### src/rtl/clock_monitor_pkg.sv
// ---------------------------------------------------------------------------
// clock_monitor_pkg
// Shared types and helpers for the burst-clock monitor.
//   state_e    : FSM state encoding (IDLE, WAIT_FIRST, MEASURE, DONE)
//   COUNT_MAX  : all-ones value of the widest supported counter (64 bits)
//   count_max  : all-ones value for a counter of a given width
//   sat_inc    : saturating increment for a counter of a given width
// No ports; imported by clock_burst_monitor.
// ---------------------------------------------------------------------------
package clock_monitor_pkg;

  typedef enum logic [1:0] {
    IDLE       = 2'd0,
    WAIT_FIRST = 2'd1,
    MEASURE    = 2'd2,
    DONE       = 2'd3
  } state_e;

  localparam logic [63:0] COUNT_MAX = '1;

  // Counters narrower than 64 bits saturate at their own all-ones value,
  // so the mask is derived from the widest one by shifting.
  function automatic logic [63:0] count_max(input int unsigned w);
    if (w >= 64) begin
      return COUNT_MAX;
    end
    return COUNT_MAX >> (64 - w);
  endfunction

  // Increment that sticks at all-ones instead of wrapping to zero.
  function automatic logic [63:0] sat_inc(input logic [63:0] v, input int unsigned w);
    logic [63:0] m;
    m = count_max(w);
    return (v >= m) ? m : v + 64'd1;
  endfunction

endpackage

### src/rtl/sync_edge_detect.sv
// ---------------------------------------------------------------------------
// sync_edge_detect
// Brings an asynchronous strobe into the clk_i domain through STAGES
// synchronizer flops (STAGES >= 2), then one extra flop for edge detection.
// Ports:
//   clk_i   : sampling clock
//   rst_ni  : asynchronous active-low reset, clears every flop
//   async_i : asynchronous input
//   level_o : synchronized level (s)
//   rise_o  : one-cycle pulse, s & ~s_d
//   fall_o  : one-cycle pulse, ~s & s_d
// ---------------------------------------------------------------------------
module sync_edge_detect #(
  parameter int unsigned STAGES = 2
) (
  input  logic clk_i,
  input  logic rst_ni,
  input  logic async_i,
  output logic level_o,
  output logic rise_o,
  output logic fall_o
);

  logic [STAGES-1:0] sync_q;
  logic              prev_q;

  // Shift chain for metastability settling, plus the delayed copy of the
  // settled level used to spot transitions.
  always_ff @(posedge clk_i or negedge rst_ni) begin
    if (!rst_ni) begin
      sync_q <= '0;
      prev_q <= 1'b0;
    end else begin
      sync_q <= {sync_q[STAGES-2:0], async_i};
      prev_q <= sync_q[STAGES-1];
    end
  end

  assign level_o = sync_q[STAGES-1];
  assign rise_o  = sync_q[STAGES-1] & ~prev_q;
  assign fall_o  = ~sync_q[STAGES-1] & prev_q;

endmodule

### src/rtl/clock_burst_monitor.sv
// ---------------------------------------------------------------------------
// clock_burst_monitor
// Measures an incoming burst clock in the I_CLK domain: rising-to-rising
// period, rising-to-falling high time and rising-edge count. The result is
// reported when the burst ends through I_ENABLE dropping or an idle timeout.
// Optional build macro: CLKMON_JITTER_CHECK_EN enables the period jitter
// check that drives O_ERROR; without it O_ERROR is tied low.
// Ports:
//   I_CLK         : system clock
//   I_RSTn        : asynchronous active-low reset
//   I_ENABLE      : arm/run, level sensitive
//   I_CLK_IN      : monitored clock, asynchronous to I_CLK
//   I_TIMEOUT     : idle cycles without a rise that end a burst, 0 = never
//   O_BUSY        : high in WAIT_FIRST and MEASURE
//   O_DONE        : result valid, held until I_ENABLE goes low
//   O_PERIOD      : last captured rising-to-rising interval
//   O_HIGH_TIME   : last captured rising-to-falling interval
//   O_PULSE_COUNT : rising edges seen in the current burst
//   O_ERROR       : sticky jitter flag
// All counters are COUNT_W bits wide (at most 64).
// ---------------------------------------------------------------------------
module clock_burst_monitor
  import clock_monitor_pkg::*;
#(
  parameter int unsigned SYNC_STAGES = 2,
  parameter int unsigned COUNT_W     = 32,
  parameter int unsigned JITTER_TOL  = 1
) (
  input  logic               I_CLK,
  input  logic               I_RSTn,
  input  logic               I_ENABLE,
  input  logic               I_CLK_IN,
  input  logic [COUNT_W-1:0] I_TIMEOUT,
  output logic               O_BUSY,
  output logic               O_DONE,
  output logic [COUNT_W-1:0] O_PERIOD,
  output logic [COUNT_W-1:0] O_HIGH_TIME,
  output logic [COUNT_W-1:0] O_PULSE_COUNT,
  output logic               O_ERROR
);

  localparam logic [COUNT_W-1:0] CntOne = COUNT_W'(1);

  logic s;
  logic rise;
  logic fall;

  state_e             state_q, state_d;
  logic [COUNT_W-1:0] c_q, c_d;
  logic [COUNT_W-1:0] h_q, h_d;
  logic [COUNT_W-1:0] period_q, period_d;
  logic [COUNT_W-1:0] high_q, high_d;
  logic [COUNT_W-1:0] pulses_q, pulses_d;
  logic [COUNT_W-1:0] c_inc;
  logic [COUNT_W-1:0] h_inc;
  logic [COUNT_W-1:0] pulses_inc;
  logic               timeout_en;
  logic               arm;
  logic               capture;

  sync_edge_detect #(
    .STAGES (SYNC_STAGES)
  ) u_sync (
    .clk_i   (I_CLK),
    .rst_ni  (I_RSTn),
    .async_i (I_CLK_IN),
    .level_o (s),
    .rise_o  (rise),
    .fall_o  (fall)
  );

  assign c_inc      = COUNT_W'(sat_inc(64'(c_q), COUNT_W));
  assign h_inc      = COUNT_W'(sat_inc(64'(h_q), COUNT_W));
  assign pulses_inc = COUNT_W'(sat_inc(64'(pulses_q), COUNT_W));
  assign timeout_en = (I_TIMEOUT != '0);

  // Arming and period capture are shared with the optional jitter checker,
  // so they are decoded once here.
  assign arm     = (state_q == IDLE) && I_ENABLE;
  assign capture = (state_q == MEASURE) && I_ENABLE && rise;

  // Next-state and result logic. The edge-detect latency is the same for
  // every edge, so intervals are measured directly on the synchronized
  // rise/fall pulses. In WAIT_FIRST the timeout fires when the idle count
  // c reaches I_TIMEOUT (its next value), so DONE arrives exactly I_TIMEOUT
  // cycles after arming. In MEASURE the registered interval c is compared,
  // which lets a rise landing on c == I_TIMEOUT still be counted.
  always_comb begin
    state_d  = state_q;
    c_d      = rise ? CntOne : c_inc;
    h_d      = rise ? CntOne : (s ? h_inc : h_q);
    period_d = period_q;
    high_d   = high_q;
    pulses_d = pulses_q;

    case (state_q)
      IDLE: begin
        if (I_ENABLE) begin
          state_d  = WAIT_FIRST;
          c_d      = '0;
          period_d = '0;
          high_d   = '0;
          pulses_d = '0;
        end
      end

      WAIT_FIRST: begin
        if (!I_ENABLE) begin
          state_d = IDLE;
        end else if (rise) begin
          state_d  = MEASURE;
          pulses_d = CntOne;
        end else if (timeout_en && (c_inc >= I_TIMEOUT)) begin
          state_d = DONE;
        end
      end

      MEASURE: begin
        if (!I_ENABLE) begin
          state_d = IDLE;
        end else begin
          if (rise) begin
            period_d = c_q;
            pulses_d = pulses_inc;
          end
          if (fall) begin
            high_d = h_q;
          end
          if (!rise && timeout_en && (c_q >= I_TIMEOUT)) begin
            state_d = DONE;
          end
        end
      end

      DONE: begin
        if (!I_ENABLE) begin
          state_d = IDLE;
        end
      end

      default: begin
        state_d = IDLE;
      end
    endcase
  end

  // State, counters and result registers.
  always_ff @(posedge I_CLK or negedge I_RSTn) begin
    if (!I_RSTn) begin
      state_q  <= IDLE;
      c_q      <= '0;
      h_q      <= '0;
      period_q <= '0;
      high_q   <= '0;
      pulses_q <= '0;
    end else begin
      state_q  <= state_d;
      c_q      <= c_d;
      h_q      <= h_d;
      period_q <= period_d;
      high_q   <= high_d;
      pulses_q <= pulses_d;
    end
  end

`ifdef CLKMON_JITTER_CHECK_EN
  logic [COUNT_W-1:0] p0_q, p0_d;
  logic               p0_valid_q, p0_valid_d;
  logic               err_q, err_d;
  logic [COUNT_W-1:0] diff;

  assign diff = (c_q >= p0_q) ? (c_q - p0_q) : (p0_q - c_q);

  // The first period of a burst becomes the reference; every later capture
  // that strays from it by more than JITTER_TOL raises a sticky error that
  // only re-arming clears.
  always_comb begin
    p0_d       = p0_q;
    p0_valid_d = p0_valid_q;
    err_d      = err_q;
    if (arm) begin
      p0_d       = '0;
      p0_valid_d = 1'b0;
      err_d      = 1'b0;
    end else if (capture) begin
      if (!p0_valid_q) begin
        p0_d       = c_q;
        p0_valid_d = 1'b1;
      end else if (diff > COUNT_W'(JITTER_TOL)) begin
        err_d = 1'b1;
      end
    end
  end

  // Jitter reference and sticky error flag.
  always_ff @(posedge I_CLK or negedge I_RSTn) begin
    if (!I_RSTn) begin
      p0_q       <= '0;
      p0_valid_q <= 1'b0;
      err_q      <= 1'b0;
    end else begin
      p0_q       <= p0_d;
      p0_valid_q <= p0_valid_d;
      err_q      <= err_d;
    end
  end

  assign O_ERROR = err_q;
`else
  logic unused_jitter;
  assign unused_jitter = arm ^ capture ^ (JITTER_TOL != 0);
  assign O_ERROR       = 1'b0;
`endif

  assign O_BUSY        = (state_q == WAIT_FIRST) || (state_q == MEASURE);
  assign O_DONE        = (state_q == DONE);
  assign O_PERIOD      = period_q;
  assign O_HIGH_TIME   = high_q;
  assign O_PULSE_COUNT = pulses_q;

endmodule
### config.mk
export PLATFORM = sky130hd
export DESIGN_NAME = clock_burst_monitor
export DESIGN_NICKNAME = d
export VERILOG_FILES = /design/src/rtl/clock_monitor_pkg.sv /design/src/rtl/sync_edge_detect.sv /design/src/rtl/clock_burst_monitor.sv
export SDC_FILE = /design/constraint.sdc
export NUM_CORES = 1
export LEC_CHECK = 0
export CAP_MARGIN = 25
export CORE_ASPECT_RATIO = 1.2
export CORE_MARGIN = 2
export CORE_UTILIZATION = 35
export CTS_CLUSTER_DIAMETER = 120
export CTS_CLUSTER_SIZE = 10
export DETAILED_ROUTE_END_ITERATION = 7
export GPL_TIMING_DRIVEN = 0
export PLACE_DENSITY = 0.53
export RECOVER_POWER = 100
export SYNTH_ARGS = -nofsm -noshare
export SYNTH_HDL_FRONTEND = slang
export SYNTH_HIERARCHICAL = 1
export SYNTH_SLANG_ARGS = --single-unit
### constraint.sdc
create_clock -name I_CLK -period 6.2 [get_ports I_CLK]
set_clock_uncertainty 0.1 [all_clocks]
set_input_delay 1.55 -clock I_CLK [delete_from_list [all_inputs] [get_ports I_CLK]]
set_output_delay 1.55 -clock I_CLK [all_outputs]
set_load 0.005 [all_outputs]
==> results.toml <==
[grt]
track_usage_pct = 20.2
antenna_found_initial = 0
grt_pass1_vias = 9006
grt_max_degree = 107
overflow = 0
grt_pass1_wl_um = 47000
met2_usage_pct = 34.2
grt-busiest-layer = "met2"
globalRouteMet3Util_pct = 2.97
use_met1_pct = 26.4

[synthesis]
yosysTopAreaCellShare_pct = 42.2
synth_top_cell_by_area = "dfrtp_1"
ys_ff_latch = 165
syn-cell-area_um2 = 9790
syn_area_per_cell_um2 = 8.37
synth.area.top_cells = "dfrtp_1 42%, nand2_1 9.4%, ha_1 9.1%"
synth_cells = 1170
async_flop_share_pct = 100
synth.distinct_cells = 63
synth.most_common_cell = "nand2_1"
synth_nets = 1277
yosysSeqAreaShare_pct = 42.2
yosysWarnings = 6
ys.flop_type = "dfrtp_1"
synth_common_cells = "244 x nand2_1, 165 x dfrtp_1, 111 x o21ai_0"
synth-edff-count = 0

[run_status]
status = "complete, but fails checks"
violations = "capacitance limit, slew limit"

[cts]
cts.clk_slew.worst_paths_ns = 0.06
cts.path.max_buffers = 2
cts.htree.levels = 4
clk_latency_ns = 0.44
cts-resized-gates = 0
post_cts_buffers = 0
cts-root-buf = "clkbuf_16"
cts.sinks = 165
holdBufCountCts = 0
cts-buffers-inserted = 17
cts_tree = "done"

[detailed_routing]
firstDrtPassIters = 5
initialDrtViolationCount = 419
vias = 9111
wirelength_um = 28800
vias_per_cell = 5.32
routedWlPerCell_um = 16.8
ant_nets = 0
drc_errors = 0

[critical_path]
worstRegToRegCells = 15
crit_slowest_cell = "nor3_1"
slowest_delay_ns = 0.73
startpoint_type = "register"
required_ns = 6.46
crit_type = "reg -> reg"
crit_path_end_kind = "register"
worstPathMaxFanout = 6
worst_ep_arrival_time_ns = 4.66
crit_chain = "nand3_1, nor2_1, nand2_1, nor3_1, and3_1, xnor2_1, nand2_1, ha_1, a21oi_1, o21ai_0, a221oi_1, o211ai_1, a21oi_1, a211oi_1, mux2i_1"

[sta]
fin_crit_ns = 4.40
finalHoldViolCount = 0
fin_crit_sh_pct = 71.0
setup_viol_count_final = 0
layout_setup_ws_ns = 1.80
hold_ws_ns = 0.249
fmax_mhz = 227
relSlewSlack_pct = -83.0
grt_setup_unrepaired = "false"
slew_viol_final = 117
worst_pin_slew_ns = 2.74

[die]
die_w_um = 157
fp.coreArea_um2 = 27700
io_pins = 135
die_y_um = 187
start_util_pct = 35.3
fp-row-count = 67
die_area_um2 = 29300

[placement]
gp_congestion = 0.875
place_ws_ns = 1.81
hpwl_um = 21600
port_buffers = 133

[power]
p_per_area_nw_per_um2 = 247
peakVddDrop_uv = 133
p_clk_share_pct = 36.5
power_frac_seq_pct = 38.2
leakage_nw = 5.92
p_comb_share_pct = 25.2
power.switching_mw = 1.04
power.share.switching_pct = 34.7
p_int_mw = 1.97

[layout]
n_antenna_cell = 0
drive_above_1_share_pct = 4.19
areaGrowthSynthToFinish_pct = 24.6
nets = 1430

[worst_hold_path]
holdPathStages = 0
hp-class = "reg -> reg"

[flow_run]
maxCapViolations = 2
==> logic make-up (layout without fill, tap and decap cells) <==
group / after synthesis / in the layout / share of synthesized area, %
compound gates: 270 / 270 / 16.0
xor+xnor: 21 / 21 / 1.88
fa+ha+maj: 71 / 71 / 9.07
buf+inv: 102 / 267 / 4.08
flops: 165 / 165 / 42.2
mux: 6 / 6 / 0.639
other cells: 1 / 1 / 0.0383
simple gates: 534 / 534 / 26.1
==> power by group through the flow <==
stage	clock, mW	sequential [mW]	combinational, mW
2_1_floorplan	0	1.16	0.467
3_3_place_gp	0	1.17	0.769
3_5_place_dp	0	1.17	0.780
4_1_cts	1.12	1.15	0.783
5_1_grt	1.17	1.15	0.860
6_report	1.10	1.15	0.760
==> sequential cells by signal, summed over array words and instances (netlist names) <==
register       cells
O_PERIOD          32
c_q               32
u_sync/prev_q      1
h_q               32
O_PULSE_COUNT     32
state_q            2
u_sync/sync_q      2
O_HIGH_TIME       32
==> cells in the final DEF, fill, tap and decap left out, types with 4 or more instances in the layout <==
cell type	instances
dlygate4sd3_1	100
a21oi_1	73
nor2_1	56
clkbuf_16	17
and4_1	11
a22o_1	9
nand2_1	244
o21ai_0	113
and3_1	21
a211oi_1	17
clkinvlp_4	4
dfrtp_1	165
buf_2	4
nand2b_1	8
clkdlybuf4s50_1	32
a31oi_1	20
ha_1	71
nand3_1	89
nor2b_1	15
nor3_1	31
and2_1	8
buf_1	6
clkbuf_1	39
nand4_1	14
clkinv_2	4
inv_1	50
nor4_1	15
xor2_1	12
mux2i_1	4
xnor2_1	9
o21a_1	5
a41oi_1	4
==> worst paths after layout <==
path                       slack [ns]          endpoint             start
setup / recovery                 1.80        state_q[1]            c_q[2]
hold / removal                   0.25  u_sync/sync_q[1]  u_sync/sync_q[0]
setup reg to reg                 1.80        state_q[1]            c_q[2]
hold reg to reg                  0.25  u_sync/sync_q[1]  u_sync/sync_q[0]
max in group asynchronous        2.52      O_PERIOD[28]            I_RSTn
min in group asynchronous        1.89   O_HIGH_TIME[21]            I_RSTn
==> metal layers <==
layer | up-vias | share of wire [%]
li1 | 4465 | -
met1 | 4386 | 45
met2 | 222 | 50
met3 | 38 | 3.6
met4 | 0 | 2.1
met5 | - | 0
==> per-stage QoR <==
step	std cells	utilization, %	area, um^2	setup TNS [ns]	power [mW]
global route	1714	44.0	12200	0	3.18
floorplan	1170	-	9790	0	1.62
global placement	1682	41.8	11600	-632.48	1.94
CTS	1714	44.1	12200	0	3.06
finish	1714	44.0	12200	0	3.01
detailed placement	1683	41.9	11600	0	1.95
==> worst max-delay path, delay by kind of cell (launching register included) <==
family          cells  cell delay (ns)
flops               1             0.48
mux                 1             0.24
xor+xnor            1             0.14
fa+ha+maj           1             0.32
simple gates        6             1.90
compound gates      6             1.15
==> final cells by class <==
| class | instances | area, um^2 |
|---|---|---|
| Fill cell | 2829 | 15500 |
| Timing Repair Buffer | 134 | 1350 |
| Clock buffer | 18 | 439 |
| Sequential cell | 165 | 4130 |
| Inverter | 50 | 188 |
| Multi-Input combinational cell | 903 | 5250 |
| Buffer | 52 | 209 |
| Tap cell | 379 | 474 |
| Clock inverter | 13 | 158 |
No activity file was read; power rests on OpenSTA's default activity.
